**src/rtl/sram_pkg.sv**
```systemverilog
// Shared encodings and widths for the DE2 async SRAM controller.
package sram_pkg;

  localparam int ADDR_W = 18;
  localparam int DATA_W = 16;

  typedef enum logic [2:0] {
    IDLE     = 3'd0,
    RD       = 3'd1,
    WR_SETUP = 3'd2,
    WR_PULSE = 3'd3,
    WR_HOLD  = 3'd4
  } state_t;

  // The counter counts down to zero, so an N-cycle phase starts at N-1.
  function automatic logic [3:0] cnt_load(input int cycles);
    return 4'(cycles - 1);
  endfunction

endpackage

```
**src/rtl/sram_ctrl.sv**
```systemverilog
// Request-port to IS61LV25616 async SRAM controller; every SRAM-facing pin is
// registered and the write strobe is timed by a down-counter.
module sram_ctrl
  import sram_pkg::*;
#(
  parameter int RD_CYCLES = 2,
  parameter int WE_CYCLES = 2
) (
  input  logic              Clock,
  input  logic              Reset,
  input  logic              req,
  input  logic              we,
  input  logic [ADDR_W-1:0] addr,
  input  logic [DATA_W-1:0] wdata,
  input  logic [1:0]        be,
  output logic              ready,
  output logic [DATA_W-1:0] rdata,
  output logic              rvalid,
  output logic [ADDR_W-1:0] SRAM_ADDR,
  output logic [DATA_W-1:0] dq_out,
  output logic              dq_oe,
  input  logic [DATA_W-1:0] dq_in,
  output logic              SRAM_CE_N,
  output logic              SRAM_OE_N,
  output logic              SRAM_WE_N,
  output logic              SRAM_UB_N,
  output logic              SRAM_LB_N
);

  localparam logic [3:0] RD_LOAD = cnt_load(RD_CYCLES);
  localparam logic [3:0] WE_LOAD = cnt_load(WE_CYCLES);

  state_t            state, state_next;
  logic [3:0]        cnt, cnt_next;
  logic [ADDR_W-1:0] addr_next;
  logic [DATA_W-1:0] dout_next, rdata_next;
  logic              ub_n_next, lb_n_next, rvalid_next;
  logic              ce_n_next, oe_n_next, we_n_next, oe_drive_next;

  assign ready = (state == IDLE) && !Reset;

  always_comb begin
    state_next  = state;
    cnt_next    = cnt;
    addr_next   = SRAM_ADDR;
    dout_next   = dq_out;
    ub_n_next   = SRAM_UB_N;
    lb_n_next   = SRAM_LB_N;
    rdata_next  = rdata;
    rvalid_next = 1'b0;
    unique case (state)
      IDLE: begin
        if (req) begin
          addr_next  = addr;
          dout_next  = wdata;
          ub_n_next  = ~be[1];
          lb_n_next  = ~be[0];
          state_next = we ? WR_SETUP : RD;
          cnt_next   = we ? WE_LOAD : RD_LOAD;
        end
      end
      RD: begin
        if (cnt == 4'd0) begin
          rdata_next  = dq_in;
          rvalid_next = 1'b1;
          state_next  = IDLE;
        end else begin
          cnt_next = cnt - 4'd1;
        end
      end
      WR_SETUP: state_next = WR_PULSE;
      WR_PULSE: begin
        if (cnt == 4'd0) state_next = WR_HOLD;
        else             cnt_next   = cnt - 4'd1;
      end
      WR_HOLD:  state_next = IDLE;
      default:  state_next = IDLE;
    endcase
  end

  // Control pins are decoded from the state being entered so they land in
  // their registers on the same edge as the state change; OE and the data
  // driver are owned by disjoint states, which keeps the bus free of contention.
  always_comb begin
    ce_n_next     = (state_next == IDLE);
    oe_n_next     = (state_next != RD);
    we_n_next     = (state_next != WR_PULSE);
    oe_drive_next = (state_next == WR_SETUP) || (state_next == WR_PULSE) ||
                    (state_next == WR_HOLD);
  end

  always_ff @(posedge Clock) begin
    if (Reset) begin
      state     <= IDLE;
      cnt       <= 4'd0;
      SRAM_ADDR <= '0;
      dq_out    <= '0;
      dq_oe     <= 1'b0;
      SRAM_CE_N <= 1'b1;
      SRAM_OE_N <= 1'b1;
      SRAM_WE_N <= 1'b1;
      SRAM_UB_N <= 1'b1;
      SRAM_LB_N <= 1'b1;
      rdata     <= '0;
      rvalid    <= 1'b0;
    end else begin
      state     <= state_next;
      cnt       <= cnt_next;
      SRAM_ADDR <= addr_next;
      dq_out    <= dout_next;
      dq_oe     <= oe_drive_next;
      SRAM_CE_N <= ce_n_next;
      SRAM_OE_N <= oe_n_next;
      SRAM_WE_N <= we_n_next;
      SRAM_UB_N <= ub_n_next;
      SRAM_LB_N <= lb_n_next;
      rdata     <= rdata_next;
      rvalid    <= rvalid_next;
    end
  end

endmodule
```
**config.mk**
```make
export PLATFORM = sky130hd
export DESIGN_NAME = sram_ctrl
export DESIGN_NICKNAME = d
export VERILOG_FILES = /design/src/rtl/sram_pkg.sv /design/src/rtl/sram_ctrl.sv
export SDC_FILE = /design/constraint.sdc
export NUM_CORES = 1
export LEC_CHECK = 0
export BUFFER_PORTS_ARGS = -buffer_cell sky130_fd_sc_hd__buf_2
export CAP_MARGIN = 20
export CORE_ASPECT_RATIO = 1.1
export CORE_MARGIN = 2
export CORE_UTILIZATION = 49
export DETAILED_ROUTE_END_ITERATION = 7
export PLACE_DENSITY_LB_ADDON = 0.15
export SETUP_SLACK_MARGIN = 0.3
export SYNTH_ARGS = -nofsm -noshare
export SYNTH_HDL_FRONTEND = slang
export SYNTH_SLANG_ARGS = --single-unit
export TNS_END_PERCENT = 50
```
**constraint.sdc**
```tcl
create_clock -name Clock -period 2.9 [get_ports Clock]
set_clock_uncertainty 0.2 [all_clocks]
set_input_delay 0.58 -clock Clock [delete_from_list [all_inputs] [get_ports Clock]]
set_output_delay 0.58 -clock Clock [all_outputs]
set_load 0.05 [all_outputs]
```
Word-level counts from Yosys, hierarchy flattened
Index checks and enable logic that the tools add are counted.
- bits in registers: 64
- bits of input ports: 56
- output and inout bits: 58
- muxes and demuxes: 9
- bitwise operators: 3
- reduce and logical (&&, ||, !) cells: 13
- $add $sub $neg: 1
- equality and inequality tests: 10
- operator list (cell ; count):
    equality test 3 x 2 -> 1 bit, second input constant ; 4
    case mux 3 bit (4 select lines) ; 1
    2-to-1 mux 3 bit ; 3
    2-to-1 mux 4 bit ; 2
    case mux 4 bit (2 select lines) ; 1
    logical NOT 3 bit ; 2
    logical NOT 4 bit ; 1
    != test 2 bit, second input constant ; 2
    AND reduction 2 bit ; 2
    OR reduction 2 bit ; 2
    subtractor 4 x 1 -> 4 bit, second input constant ; 1
    equality test 3 x 1 -> 1 bit, second input constant ; 1
    equality test 3 bit, second input constant ; 1
    != test 3 x 1 -> 1 bit, second input constant ; 1
    != test 3 x 2 -> 1 bit, second input constant ; 1
    NOT 1 bit ; 3
    AND reduction 3 bit ; 1
    logical OR 1 bit ; 2
    2-to-1 mux 2 bit ; 1
    nonzero test 2 bit ; 1
    logical AND 1 bit ; 1
    logical NOT 1 bit ; 1
    2-to-1 mux 1 bit ; 1

Logic depth before layout (Yosys ltp)
Gate-level depths: netlist (run 1).
- depth after elaboration: 6
- mapped depth: 6
- mapped depth without buffers: 5

Worst setup path before layout (run 1)
OpenSTA, ideal clock, no wires.
- path kind: input-to-output
- start: input port Reset
- end: output port ready
- stages on the path: 2
- arrival: 1519 ps
- required time: 2120 ps
- slack: 601 ps
- path through: or2_2 -> nor2_1
- longest elaborated chain between the ends: 2
- ends and longest elaborated chain (element ; line ; RTL):
    start, declared ; sram_ctrl.sv:10 ; input logic Reset,
    logical NOT 1 bit ; sram_ctrl.sv:40 ; assign ready = (state == IDLE) && !Reset;
    logical AND 1 bit ; sram_ctrl.sv:40 ;
    end, declared ; sram_ctrl.sv:16 ; output logic ready,
Every way passes these cells.

==> results of run 1 <==
[layout by cell type, fill, tap and decap left out, drive strengths merged, types with 2 or more instances in the layout]
cell type,instances
a211oi,2
a21oi,37
buf,117
bufinv,2
clkbuf,14
dfxtp,64
inv,4
mux2i,16
nand2,102
nand2b,2
nor2,5
nor3,2
o211ai,5
o21ai,2
or2,2
or3,2
or4,2
[state kept, by name, summed over array words and instances, names as in the netlist]
signal     cells
SRAM_ADDR     18
dq_out        16
rdata         16
cnt            4
state          3
SRAM_CE_N      1
SRAM_LB_N      1
SRAM_OE_N      1
SRAM_UB_N      1
SRAM_WE_N      1
dq_oe          1
rvalid         1
[per-stage QoR]
| step | std cells | power [µW] | util [%] | instance area [µm²] |
|---|---|---|---|---|
| 6_report | 448 | 2609 | 68.46 | 3229 |
| 5_1_grt | 448 | 2735 | 68.46 | 3229 |
| 4_1_cts | 448 | 2637 | 68.46 | 3229 |
| 3_5_place_dp | 432 | 1763 | 63.53 | 2997 |
| 2_1_floorplan | 276 | 1608 | - | 2436 |
| 3_3_place_gp | 432 | 1752 | 63.53 | 2997 |
[per-layer routing]
layer	GRT usage [%]	routed length [µm]	up-vias
met4	10.19	78	0
met1	22.84	2223	954
li1	-	-	1131
met5	0	0	-
met2	29.81	2371	85
met3	4.545	433	7
[worst min-delay path, cell delays in order (launching register included)]
cell	delay (ps)
dfxtp_1	310
nand2_1	50
a21oi_1	50
[power groups by stage]
stage | logic [µW] | clock network (µW) | registers [µW]
after detailed placement | 720 | 0 | 1040
after floorplan | 276 | 0 | 1330
final | 713 | 872 | 1020
after global placement | 710 | 0 | 1040
after CTS | 720 | 892 | 1020
after global routing | 767 | 933 | 1040
[cells in the mapped netlist, drive strengths merged (2+ instances only)]
cell type  count
nor2           5
dfxtp         64
inv            4
nand2        102
a21oi         37
o211ai         5
nor3           2
clkbuf         7
mux2i         16
or4            2
buf           10
or2            2
o21ai          2
nand2b         2
a211oi         2
or3            2
[how the worst min path moves through the flow]
stage	to	slack (ps)
6_report	SRAM_ADDR[2]$_SDFFE_PP0P_	250
5_1_grt	SRAM_LB_N$_SDFFE_PP1P_	250
4_1_cts	SRAM_LB_N$_SDFFE_PP1P_	250
3_5_place_dp	dq_out[14]$_SDFFE_PP0P_	240
3_3_place_gp	rdata[11]$_SDFFE_PP0P_	240
2_1_floorplan	cnt[1]$_SDFFE_PP0P_	290
[cells by family after synthesis]
family                     synth area share (%)
buffers and inverters                     5.084
adders and majority gates                0.5135
and+or+nand+nor                           23.63
muxes                                     6.574
AOI/OAI and AO/OA                         11.61
DFF                                       52.59
[cell type report]
type | instances | area share (%)
clock buffer | 14 | 5.347
clock inverter | 2 | 1.860
inverter | 5 | 0.5812
multi-input combinational | 190 | 31.93
sequential | 64 | 39.67
tap | 56 | 2.170
timing repair buffer | 117 | 18.44
==> results.cfg, run 1 <==
[routing]
first_pass_iters = 4
post_drt_via_cell_ratio = 4.859
vias = 2177
wl_um = 5106
detail_route.wl_per_cell_um = 11.40
route.detailed.drc = 0
count_of_routing_violations_after_the_opening_detailed_route_iteration = 70
ant_nets = 0

[cells_and_area]
fillCellCount = 410
antenna-diode-count = 0
sequential_cell_area_um2 = 1281
combined_area_of_the_multi_input_logic_cells_um2 = 1031
post_route_cells_drive_above_1_share_pct = 35.97
area_growth_from_synthesis_to_layout_pct = 32.56
fin_nets = 444

[worst_setup_path]
worst-r2r-cell-count = 4
worst_r2r_endpoint = SRAM_LB_N$_SDFFE_PP1P_
critical_path_buf_inv_count = 3
crit_slowest_cell = clkinv_1
crit_path_cell_trace = buf_2 -> buf_4 -> clkinv_1 -> nand2_1 -> mux2i_1
highest_net_fanout_along_the_worst_path = 41
required_ps = 2910
setup.reg_to_reg.worst_slack_ps = 880
critical_path.max_stage_delay_ps = 800
reg2reg_from = state[0]$_SDFF_PP0_
worst-endpoint-arrival_ps = 2260
worstSetupEndpointType = flop
criticalPathCategory = in -> reg
timing.critical_path.to = rdata[15]$_SDFFE_PP0P_
sort_of_element_at_the_start_of_the_critical_path = input port
cp-startpoint = Reset
critical_path_depth = 5
path_delay_family = buffers and inverters

[floorplanning]
die_area_um2 = 5552
io-pin-count = 114
floorplan.initialDensity_pct = 51.64
die_w_um = 71.23
placement_rows = 26
die-height_um = 77.95
design.core.area_um2 = 4717

[timing]
worst_slew_margin_rel_pct = 42.48
finalHoldWorstSlack_ps = 250.1
report.final.slew_viol_count = 0
least_margin_pin_slew_ps = 857.4
setup_total_negative_slack_ps = 0
final-hold-violation-count = 0
finalWorstPathRequiredPeriod_ps = 2249
setup_violations = 0
finalCritPeriodShare_pct = 77.56
grt_setup_unrepaired = no
post-route-worst-setup-slack_ps = 650.6
achievable-frequency_ghz = 0.4446

[pwr]
p_sw_share_pct = 33.82
total_switching_power_uw = 882.3
p_comb_share_pct = 27.3
internal_dissipation_uw = 1727
static-leakage-power_uw = 0.001507
vdd.ir_drop.worst_v = 0.0004373
clockPowerShare_pct = 33.4
seq_power_share_pct = 39.3
power_density_nw_per_um2 = 808.0

[synth]
post_synthesis_cells = 276
synth_enable_flop_cells = 0
synth_fp_nets = 333
synth_seq_cells = 64
postSynth.topFlopCell = dfxtp_1
synthesis.area_per_instance_um2 = 8.826
synth.lib_cells_used.distinct = 35
syn-cell-area_um2 = 2436
yosysTopAreaCell = dfxtp_1
async_flop_share_pct = 0
netlist_top_cells_area = dfxtp_1 (53%), nand2_1 (16%), a21oi_1 (7.6%)
synth_top_cell_area_share_pct = 52.59
ys_seq_area_share_pct = 52.59
yosysWarnings = 0

[place]
gpl_congestion = 0.7570
detailed_place_hpwl_um = 3413
port-buffer-count = 113
place_worst_setup_slack_ps = 281.1

[clocking]
clkSlewWorstSetupHoldPaths_ps = 70
clkSinkCount = 64
clock_tree.htree_level_count = 3
worst_skew_pair.late_latency_ps = 330
clock_buffer_depth = 2
cts_inserted_buffers = 9
post_cts_hold_buffer_count = 0
postCtsSetupRepairBufs = 0
cts_resized = 0
cts-root-buf = clkbuf_8
cts_tree = built

[status]
run_status = finished, final reports clean

[global_routing]
via_count_of_the_first_global_routing_pass = 1907
antenna_found_initial = 0
grt.total_usage_pct = 18.64
global_route.overflow_total = 0
grt_start_max_net_pins = 42
grt_pass1_wl_um = 8245

[min_path]
min-delay-start = SRAM_ADDR[2]$_SDFFE_PP0P_
holdCritPathClass = reg -> reg
min_delay_path_depth = 2

[job]
max_cap_violations = 0
Power figures use the tool's default switching activity.
==> run 2: changes to the inputs <==
CORE_UTILIZATION = 41   (was 49)
clock period = 1.95 ns   (was 2.9 ns; I/O delays follow)
==> results.cfg, run 2 (synthesis gave the netlist of run 1 again) <==
[status]
run_status = finished, final reports clean

[min_path]
holdCritPathClass = in -> reg

[timing]
worst_slew_margin_rel_pct = 64.14
setup_total_negative_slack_ps = 0
finalCritPeriodShare_pct = 89.91
report.final.slew_viol_count = 0
post-route-worst-setup-slack_ps = 196.7
final-hold-violation-count = 0
setup_violations = 0
finalWorstPathRequiredPeriod_ps = 1753
least_margin_pin_slew_ps = 537.9
achievable-frequency_ghz = 0.5703
finalHoldWorstSlack_ps = 65.68
grt_setup_unrepaired = yes

[clocking]
cts-root-buf = clkbuf_8
clkSlewWorstSetupHoldPaths_ps = 70
clock_buffer_depth = 2
clock_tree.htree_level_count = 3
cts_tree = built
worst_skew_pair.late_latency_ps = 330
cts_inserted_buffers = 9
clkSinkCount = 64

[floorplanning]
die_w_um = 77.50
io-pin-count = 114
die-height_um = 84.85
floorplan.initialDensity_pct = 42.23
placement_rows = 29
design.core.area_um2 = 5769
die_area_um2 = 6575

[routing]
detail_route.wl_per_cell_um = 13.72
first_pass_iters = 4
met2_length_um = 3347
total_length_of_routed_met3_wires_um = 443
ant_nets = 0
detail_route.wirelength.met1_um = 2834
vias = 2387
post_drt_via_cell_ratio = 4.852
count_of_routing_violations_after_the_opening_detailed_route_iteration = 61
route.detailed.drc = 0
wl_um = 6752
maxUsedRoutingLayer = met4

[pwr]
vdd.ir_drop.worst_v = 0.0005812
power_density_nw_per_um2 = 1092
static-leakage-power_uw = 0.001778

[place]
detailed_place_hpwl_um = 3655
place_worst_setup_slack_ps = 186.3
port-buffer-count = 113
placed_cells_incl_taps = 458
gpl_congestion = 0.8344

[global_routing]
grt_start_max_net_pins = 42
antenna_found_initial = 0
grt_pass1_wl_um = 9197
global_route.overflow_total = 0
via_count_of_the_first_global_routing_pass = 2144
grt.total_usage_pct = 17.56

[worst_setup_path]
highest_net_fanout_along_the_worst_path = 9
criticalPathCategory = reg -> reg
required_ps = 2020
worst-endpoint-arrival_ps = 1820
worstSetupEndpointType = flop
sort_of_element_at_the_start_of_the_critical_path = flop

[cells_and_area]
area_growth_from_synthesis_to_layout_pct = 57.83
most-common-layout-cells = buf_2 (112), nand2_1 (80), dfxtp_1 (58), a21oi_1 (23), mux2i_1 (15)
fin_nets = 468
post_route_cells_drive_above_1_share_pct = 52.53
antenna-diode-count = 0
stdcell_count = 492
layout_commonest_cell = buf_2
regMostFlops = SRAM_ADDR
largest_reg_flops = 18
layout_top_registers = SRAM_ADDR (18), dq_out (16), rdata (16)

[job]
max_cap_violations = 0
==> run 2: cell count changes in the layout (fill, tap and decap cells not counted), moves of 5 or more <==
cell | previous run | this run
clkbuf_16 | 0 | 6
nand2_1 | 102 | 80
a21oi_2 | 0 | 14
buf_6 | 0 | 9
a21oi_1 | 37 | 23
nand2_2 | 0 | 9
dfxtp_2 | 0 | 5
nand2_4 | 0 | 13
buf_4 | 4 | 10
dfxtp_1 | 64 | 58
==> run 2: per-layer routing <==
metal	up-vias	track usage (%)
met3	14	4.894
met5	-	0
met1	1098	20.47
li1	1183	-
met4	0	11.36
met2	92	28.38
==> run 2: repair_timing <==
item                                    in CTS  in global routing
gates resized for setup                     16                 57
endpoints found under the setup margin       9                 59
hold buffers                                 0                  0
cloned                                       0                 10
setup buffers                                5                  4
pin swaps                                    7                 28
==> run 2: worst max-delay path, stage by stage (launching register included) <==
cell and delay (ps):
dfxtp_2 330, buf_6 110, or4b_4 610, buf_12 190
o211ai_1 80, o311a_1 180
==> run 2: metrics by stage <==
step / area [µm²] / total power [µW] / util (%)
4_1_cts: 3417 / 3919 / 59.23
3_5_place_dp: 3124 / 2703 / 54.15
2_1_floorplan: 2462 / 2410 / -
6_report: 3845 / 4200 / 66.65
5_1_grt: 3845 / 4406 / 66.65
3_3_place_gp: 3124 / 2688 / 54.15
==> run 2: power by group <==
part	switching, µW	leakage (µW)	internal (µW)
clock	473	0.000102	689
combinational	934	0.00115	573
sequential	80.2	0.000527	1450
total	1490	0.00178	2710
==> run 2: final timing paths <==
path / slack [ps] / cells past startpoint / startpoint / to
worst max-delay path: 200 / 5 / state[2]$_SDFF_PP0_ / cnt[0]$_SDFFE_PP0P_
worst min-delay path: 70 / 2 / be[1] / SRAM_UB_N$_SDFFE_PP1P_
worst max register to register: 200 / 5 / state[2]$_SDFF_PP0_ / cnt[0]$_SDFFE_PP0P_
worst min register to register: 250 / 2 / SRAM_ADDR[5]$_SDFFE_PP0P_ / SRAM_ADDR[5]$_SDFFE_PP0P_
==> run 2: area by class of cell <==
cell class	instances	area (µm²)
clock buffer	13	168.9
sequential	64	1291
tap	77	96.34
clock inverter	2	37.54
fill	491	1924
inverter	5	18.77
multi-input combinational	190	1270
timing repair buffer	141	962.2
